===== config.mk =====
export PLATFORM = sky130hd
export DESIGN_NAME = tvm_dma_copy_flat
export DESIGN_NICKNAME = d
export VERILOG_FILES = /design/src/rtl/tvm_dma_copy_if.sv /design/src/rtl/tvm_dma_copy.sv /design/src/flat_wrapper.sv
export SDC_FILE = /design/constraint.sdc
export NUM_CORES = 1
export LEC_CHECK = 0
export CORE_ASPECT_RATIO = 0.5
export CORE_MARGIN = 4
export CORE_UTILIZATION = 35
export CTS_CLUSTER_DIAMETER = 60
export DETAILED_ROUTE_END_ITERATION = 6
export GPL_TIMING_DRIVEN = 0
export SYNTH_ARGS = -nofsm -noshare
export SYNTH_HDL_FRONTEND = slang
export SYNTH_SLANG_ARGS = --single-unit

===== constraint.sdc =====
create_clock -name clk -period 7.53 [get_ports clk]
set_input_delay 1.506 -clock clk [delete_from_list [all_inputs] [get_ports clk]]
set_output_delay 1.506 -clock clk [all_outputs]
set_load 0.01 [all_outputs]

===== src/rtl/tvm_dma_copy_if.sv =====
// Command, RAM-control and RAM-stream signals of the copy engine.
// The master side is the copy engine; the slave side is the host and RAM that surround it.
interface tvm_dma_copy_if #(
    parameter int WIDTH = 8
);
    logic              cmd_valid;
    logic              cmd_ready;
    logic [31:0]       cmd_src_addr;
    logic [31:0]       cmd_dst_addr;
    logic [31:0]       cmd_size;
    logic              busy;
    logic              done;
    logic              ctrl_read_req;
    logic [31:0]       ctrl_read_addr;
    logic [31:0]       ctrl_read_size;
    logic              ctrl_write_req;
    logic [31:0]       ctrl_write_addr;
    logic [31:0]       ctrl_write_size;
    logic [WIDTH-1:0]  mem_read_data;
    logic              mem_read_valid;
    logic              mem_read_dequeue;
    logic [WIDTH-1:0]  mem_write_data;
    logic              mem_write_enable;
    logic              mem_write_full;

    modport master (
        input  cmd_valid, cmd_src_addr, cmd_dst_addr, cmd_size,
        input  mem_read_data, mem_read_valid, mem_write_full,
        output cmd_ready, busy, done,
        output ctrl_read_req, ctrl_read_addr, ctrl_read_size,
        output ctrl_write_req, ctrl_write_addr, ctrl_write_size,
        output mem_read_dequeue, mem_write_data, mem_write_enable
    );

    modport slave (
        output cmd_valid, cmd_src_addr, cmd_dst_addr, cmd_size,
        output mem_read_data, mem_read_valid, mem_write_full,
        input  cmd_ready, busy, done,
        input  ctrl_read_req, ctrl_read_addr, ctrl_read_size,
        input  ctrl_write_req, ctrl_write_addr, ctrl_write_size,
        input  mem_read_dequeue, mem_write_data, mem_write_enable
    );
endinterface


===== src/rtl/tvm_dma_copy.sv =====
// Single-command copy engine: issues one read and one write request to the RAM,
// then streams read words back into the write port through a small FIFO.
module tvm_dma_copy #(
    parameter int WIDTH      = 8,
    parameter int FIFO_DEPTH = 4
) (
    input  logic             clk,
    input  logic             rst,
    tvm_dma_copy_if.master   bus
);
    localparam int AW = $clog2(FIFO_DEPTH);

    typedef enum logic [1:0] {IDLE, ISSUE, XFER, DONE} state_t;

    state_t           state_reg, state_next;
    logic [31:0]      rd_left_reg, wr_left_reg;
    logic [31:0]      rd_addr_reg, wr_addr_reg, size_reg;
    logic [WIDTH-1:0] fifo_mem [FIFO_DEPTH];
    logic [AW-1:0]    wr_ptr_reg, rd_ptr_reg;
    logic [AW:0]      count_reg;

    logic fifo_full, fifo_empty;
    logic accept, push, pop;
    logic cmd_ready, busy, done, issue;

    assign fifo_full  = (count_reg == (AW+1)'(FIFO_DEPTH));
    assign fifo_empty = (count_reg == '0);

    always_comb begin
        state_next = state_reg;
        cmd_ready  = 1'b0;
        busy       = 1'b1;
        done       = 1'b0;
        issue      = 1'b0;
        accept     = 1'b0;
        push       = 1'b0;
        pop        = 1'b0;
        case (state_reg)
            IDLE: begin
                busy      = 1'b0;
                cmd_ready = 1'b1;
                if (bus.cmd_valid) begin
                    accept     = 1'b1;
                    state_next = (bus.cmd_size == 32'd0) ? DONE : ISSUE;
                end
            end
            ISSUE: begin
                issue      = 1'b1;
                state_next = XFER;
            end
            XFER: begin
                // Push is judged on this cycle's occupancy, before the pop lands.
                push = bus.mem_read_valid && !fifo_full && (rd_left_reg != 32'd0);
                pop  = !fifo_empty && !bus.mem_write_full && (wr_left_reg != 32'd0);
                if (pop && wr_left_reg == 32'd1)
                    state_next = DONE;
            end
            DONE: begin
                done       = 1'b1;
                state_next = IDLE;
            end
            default: state_next = IDLE;
        endcase
    end

    always_ff @(posedge clk) begin
        if (rst) begin
            state_reg   <= IDLE;
            rd_left_reg <= '0;
            wr_left_reg <= '0;
            rd_addr_reg <= '0;
            wr_addr_reg <= '0;
            size_reg    <= '0;
            wr_ptr_reg  <= '0;
            rd_ptr_reg  <= '0;
            count_reg   <= '0;
        end else begin
            state_reg <= state_next;
            if (accept) begin
                rd_left_reg <= bus.cmd_size;
                wr_left_reg <= bus.cmd_size;
                // A zero-size copy never issues, so the request outputs keep their old values.
                if (bus.cmd_size != 32'd0) begin
                    rd_addr_reg <= bus.cmd_src_addr;
                    wr_addr_reg <= bus.cmd_dst_addr;
                    size_reg    <= bus.cmd_size;
                end
            end
            if (push) begin
                wr_ptr_reg  <= wr_ptr_reg + 1'b1;
                rd_left_reg <= rd_left_reg - 32'd1;
            end
            if (pop) begin
                rd_ptr_reg  <= rd_ptr_reg + 1'b1;
                wr_left_reg <= wr_left_reg - 32'd1;
            end
            if (push && !pop)
                count_reg <= count_reg + 1'b1;
            else if (pop && !push)
                count_reg <= count_reg - 1'b1;
        end
    end

    always_ff @(posedge clk) begin
        if (push)
            fifo_mem[wr_ptr_reg] <= bus.mem_read_data;
    end

    assign bus.cmd_ready        = cmd_ready;
    assign bus.busy             = busy;
    assign bus.done             = done;
    assign bus.ctrl_read_req    = issue;
    assign bus.ctrl_write_req   = issue;
    assign bus.ctrl_read_addr   = rd_addr_reg;
    assign bus.ctrl_write_addr  = wr_addr_reg;
    assign bus.ctrl_read_size   = size_reg;
    assign bus.ctrl_write_size  = size_reg;
    assign bus.mem_read_dequeue = push;
    assign bus.mem_write_enable = pop;
    // Masked while empty so stale storage never shows on the write port.
    assign bus.mem_write_data   = fifo_empty ? '0 : fifo_mem[rd_ptr_reg];
endmodule


===== src/flat_wrapper.sv =====
// flat-port wrapper written by rule: the top's interface ports become plain ports
module tvm_dma_copy_flat 
#(
    parameter int WIDTH      = 8,
    parameter int FIFO_DEPTH = 4
)
  (clk, rst, bus_cmd_valid, bus_cmd_src_addr, bus_cmd_dst_addr, bus_cmd_size, bus_mem_read_data, bus_mem_read_valid, bus_mem_write_full, bus_cmd_ready, bus_busy, bus_done, bus_ctrl_read_req, bus_ctrl_read_addr, bus_ctrl_read_size, bus_ctrl_write_req, bus_ctrl_write_addr, bus_ctrl_write_size, bus_mem_read_dequeue, bus_mem_write_data, bus_mem_write_enable);
  tvm_dma_copy_if #(.WIDTH(WIDTH)) bus_i ();
  input  logic clk;
  input  logic rst;
  input wire logic [$bits(bus_i.cmd_valid)-1:0] bus_cmd_valid;
  input wire logic [$bits(bus_i.cmd_src_addr)-1:0] bus_cmd_src_addr;
  input wire logic [$bits(bus_i.cmd_dst_addr)-1:0] bus_cmd_dst_addr;
  input wire logic [$bits(bus_i.cmd_size)-1:0] bus_cmd_size;
  input wire logic [$bits(bus_i.mem_read_data)-1:0] bus_mem_read_data;
  input wire logic [$bits(bus_i.mem_read_valid)-1:0] bus_mem_read_valid;
  input wire logic [$bits(bus_i.mem_write_full)-1:0] bus_mem_write_full;
  output wire logic [$bits(bus_i.cmd_ready)-1:0] bus_cmd_ready;
  output wire logic [$bits(bus_i.busy)-1:0] bus_busy;
  output wire logic [$bits(bus_i.done)-1:0] bus_done;
  output wire logic [$bits(bus_i.ctrl_read_req)-1:0] bus_ctrl_read_req;
  output wire logic [$bits(bus_i.ctrl_read_addr)-1:0] bus_ctrl_read_addr;
  output wire logic [$bits(bus_i.ctrl_read_size)-1:0] bus_ctrl_read_size;
  output wire logic [$bits(bus_i.ctrl_write_req)-1:0] bus_ctrl_write_req;
  output wire logic [$bits(bus_i.ctrl_write_addr)-1:0] bus_ctrl_write_addr;
  output wire logic [$bits(bus_i.ctrl_write_size)-1:0] bus_ctrl_write_size;
  output wire logic [$bits(bus_i.mem_read_dequeue)-1:0] bus_mem_read_dequeue;
  output wire logic [$bits(bus_i.mem_write_data)-1:0] bus_mem_write_data;
  output wire logic [$bits(bus_i.mem_write_enable)-1:0] bus_mem_write_enable;
  assign bus_i.cmd_valid = bus_cmd_valid;
  assign bus_i.cmd_src_addr = bus_cmd_src_addr;
  assign bus_i.cmd_dst_addr = bus_cmd_dst_addr;
  assign bus_i.cmd_size = bus_cmd_size;
  assign bus_i.mem_read_data = bus_mem_read_data;
  assign bus_i.mem_read_valid = bus_mem_read_valid;
  assign bus_i.mem_write_full = bus_mem_write_full;
  assign bus_cmd_ready = bus_i.cmd_ready;
  assign bus_busy = bus_i.busy;
  assign bus_done = bus_i.done;
  assign bus_ctrl_read_req = bus_i.ctrl_read_req;
  assign bus_ctrl_read_addr = bus_i.ctrl_read_addr;
  assign bus_ctrl_read_size = bus_i.ctrl_read_size;
  assign bus_ctrl_write_req = bus_i.ctrl_write_req;
  assign bus_ctrl_write_addr = bus_i.ctrl_write_addr;
  assign bus_ctrl_write_size = bus_i.ctrl_write_size;
  assign bus_mem_read_dequeue = bus_i.mem_read_dequeue;
  assign bus_mem_write_data = bus_i.mem_write_data;
  assign bus_mem_write_enable = bus_i.mem_write_enable;
  tvm_dma_copy #(.WIDTH(WIDTH), .FIFO_DEPTH(FIFO_DEPTH)) u_core (.clk(clk), .rst(rst), .bus(bus_i));
endmodule

==> flow_summary.ini <==
[run_status]
outcome = finished clean

[power_and_ir_drop]
intPower_mw = 2.76
p_leak_nw = 4.67
power.share.clock_pct = 22.6
finalPower_mw = 4.61
switching_power_mw = 1.85
p_sw_share_pct = 40.1
ir_worst_vdd_mv = 0.169
power_density_mw_per_mm2 = 354
pwr-share-comb_pct = 44.5
seqPwrFrac_pct = 33.0

[worst_setup_path]
cp_max_fo = 11
cpMostUsedCell = clkdlybuf4s50_1
start_kind = input port
critPathSlowestCell = clkdlybuf4s50_1
cp.buffers_inverters = 5
critical-path-max-stage-delay_ns = 0.69
crit_family = buffers and inverters
crit_chain = clkdlybuf4s50_1, nand2_1, a21oi_1, o31ai_1, inv_1, clkbuf_1, buf_1, clkdlybuf4s50_1
critPathCaptureType = output port
worst_ep_required_time_ns = 6.02
critPathKind = in2out
critPathArrivalTime_ns = 5.08

[logic_synthesis]
yosysUniqueCellTypes = 67
synth_fp_nets = 1237
synthFlopType = dfxtp_1
syn_inst = 1115
yosys.area_share.simple_pct = 23.2
synth_fa_ha_area_share_pct = 1.80
yosys_warnings = 0
synth_compound_area_share_pct = 17.6
seq_area_frac_synth_pct = 46.5
synth_area_mm2 = 0.00943
synth.avg_cell_area_um2 = 8.46
async_reset_ff_share_pct = 0
synth_top_family_by_area = simple AND/OR/NAND/NOR gates
synth.area.mux_share_pct = 2.77
ys_ff_latch = 203
synth_edf_count = 32
synth_xor_xnor_area_share_pct = 1.39

[routing]
firstDrtPassIters = 5
drt-total-wl_mm = 36.8
ant_nets = 0
drc_errors = 0
avgRoutedWirePerCell_um = 21.0
drt_iter0_markers = 745
via_per_inst = 5.47
vias = 9591

[grt]
grt_pass1_vias = 9120
grt_pass1_wl_mm = 53.8
overflow = 0
antenna_found_initial = 2
grtUsageTotal_pct = 23.5
grt_start_max_net_pins = 15

[timing]
setup-tns-final_ns = 0
maxSlewHeadroom_pct = 15.5
finalHoldViolCount = 0
tightest_slew_ns = 1.26
skew_ns = 0.0120
rsz0062_at_grt = no
fin_crit_ns = 6.58
min_period_over_period_pct = 87.4
fmax_mhz = 152
setup_viol = 0
slew_viol_final = 0

[floorplan]
io_pins = 252
start_util_pct = 35.6
dieArea_mm2 = 0.0298
die_x_um = 240
die-height_um = 124
core-area_mm2 = 0.0265
fp-row-count = 42

[flow_run]
maxCapViolCount = 0

[clock_network]
cts_resized = 0
numCtsBuffers = 21
hold_buffers = 0
cts_tree = built
cts-root-buf = clkbuf_16
clkTransAtPathRegs_ns = 0.06
cts.path.max_buffers = 3
htree_levels = 1
clock_sinks = 203
cts_setup_buffers = 0
clk_latency_ns = 0.52

[placed_design]
dp_hpwl_mm = 27.6
port_buffers = 250
place.gp.congestion = 0.957

[final_layout]
nNetsFinal = 1510
diodes = 0
area_growth_pct = 38.3
drive_gt1_share_pct = 6.78

[hold_path]
hp-class = reg2reg
-- per-stage QoR --
step / hold WS, ns / area (um^2) / cells / util [%] / worst slack (ns)
after CTS: 0.454 / 13000 / 1753 / 49.2 / 1.11
after global routing: 0.478 / 13000 / 1753 / 49.2 / 0.943
after floorplan: 0.443 / 9430 / 1115 / - / 3.33
final: 0.454 / 13000 / 1753 / 49.2 / 0.945
after detailed placement: 0.446 / 12400 / 1717 / 46.7 / 1.13
after global placement: 0.443 / 12400 / 1717 / 46.7 / 1.07
-- cells by family after synthesis --
group	after synthesis
simple gates	472
fa+ha+maj	13
compound gates	275
xor+xnor	15
buf+inv	121
mux	16
flops	203
-- cells in the final DEF (no fill, tap or decap), drive strengths merged, types with 5 or more instances in the layout --
cell type,instances
clkbuf,82
nand2,215
inv,19
nor4,29
and2,18
o311ai,5
buf,50
nand4,6
o21ai,31
a31oi,17
a211oi,13
edfxtp,32
clkinv,5
nand2b,7
mux4,8
a22oi,17
ha,12
o22ai,11
dfxtp,171
nand3,27
a311oi,7
or3,11
clkdlybuf4s50,250
mux2i,7
a21oi,140
and3,11
or4,12
nor2,86
xnor2,8
nor3b,5
nor3,33
o31ai,7
xor2,7
-- routing by layer --
| metal | routed length [um] | part of all wire (%) | vias up | GRT usage (%) |
|---|---|---|---|---|
| li1 | - | - | 4488 | - |
| met1 | 14700 | 40 | 4525 | 29.5 |
| met2 | 17000 | 46 | 502 | 39.0 |
| met3 | 4140 | 11 | 72 | 8.30 |
| met4 | 882 | 2.4 | 4 | 6.30 |
| met5 | 32 | 0.087 | - | 0 |
-- area by class of cell --
type	instances	area (um^2)
Clock buffer	30	609
Tap cell	352	440
Sequential cell	203	4380
Clock inverter	6	57.6
Timing Repair Buffer	250	2500
Inverter	19	76.3
Buffer	102	558
Fill cell	2539	13400
Multi-Input combinational cell	791	4410
-- power by group through the flow --
stage / Sequential, mW / Clock [mW] / Combinational [mW]
5_1_grt: 1.55 / 1.10 / 2.23
4_1_cts: 1.51 / 1.06 / 2.03
3_3_place_gp: 1.53 / 0 / 2.00
2_1_floorplan: 1.54 / 0 / 1.15
6_report: 1.52 / 1.04 / 2.05
3_5_place_dp: 1.53 / 0 / 2.02
-- worst register-to-register path: stages, from the launching register on --
cell and delay, ns:
dfxtp_1 0.34, inv_1 0.09, ha_1 0.20, nand2_1 0.08, a21oi_1 0.68, o31ai_1 0.30, inv_1 0.20, clkbuf_1 0.47
buf_1 0.64, ha_1 0.30, inv_1 0.06, fa_1 0.38, xor2_1 0.18, or3_1 0.31, a21oi_1 0.13
-- final timing paths --
check	startpoint	to	slack, ns	cells past startpoint
setup / recovery	bus_mem_read_valid	bus_mem_read_dequeue	0.95	8
hold / removal	u_core.bus.ctrl_write_addr[0]	u_core.bus.ctrl_write_addr[0]	0.45	2
setup reg to reg	u_core.state_reg[0]	u_core.count_reg[2]	3.08	14
hold reg to reg	u_core.bus.ctrl_write_addr[0]	u_core.bus.ctrl_write_addr[0]	0.45	2
-- synth_stat cells (8+ instances only) --
master	count	area [um^2]
xnor2_1	8	70.1
buf_4	33	248
ha_1	12	150
clkbuf_1	52	195
nor2_1	85	319
a211oi_1	13	97.6
and2_1	17	106
o21ai_0	28	140
mux4_2	8	180
nor3_1	33	165
a31oi_1	17	106
nor4_1	29	181
dfxtp_1	171	3420
a21oi_1	140	701
nand3_1	27	135
o22ai_1	11	68.8
a22oi_1	17	128
inv_1	18	67.6
or4_1	10	75.1
edfxtp_1	32	961
or3_1	11	68.8
nand2_1	214	803
and3_1	11	68.8
No activity file was read; power rests on OpenSTA's default activity.
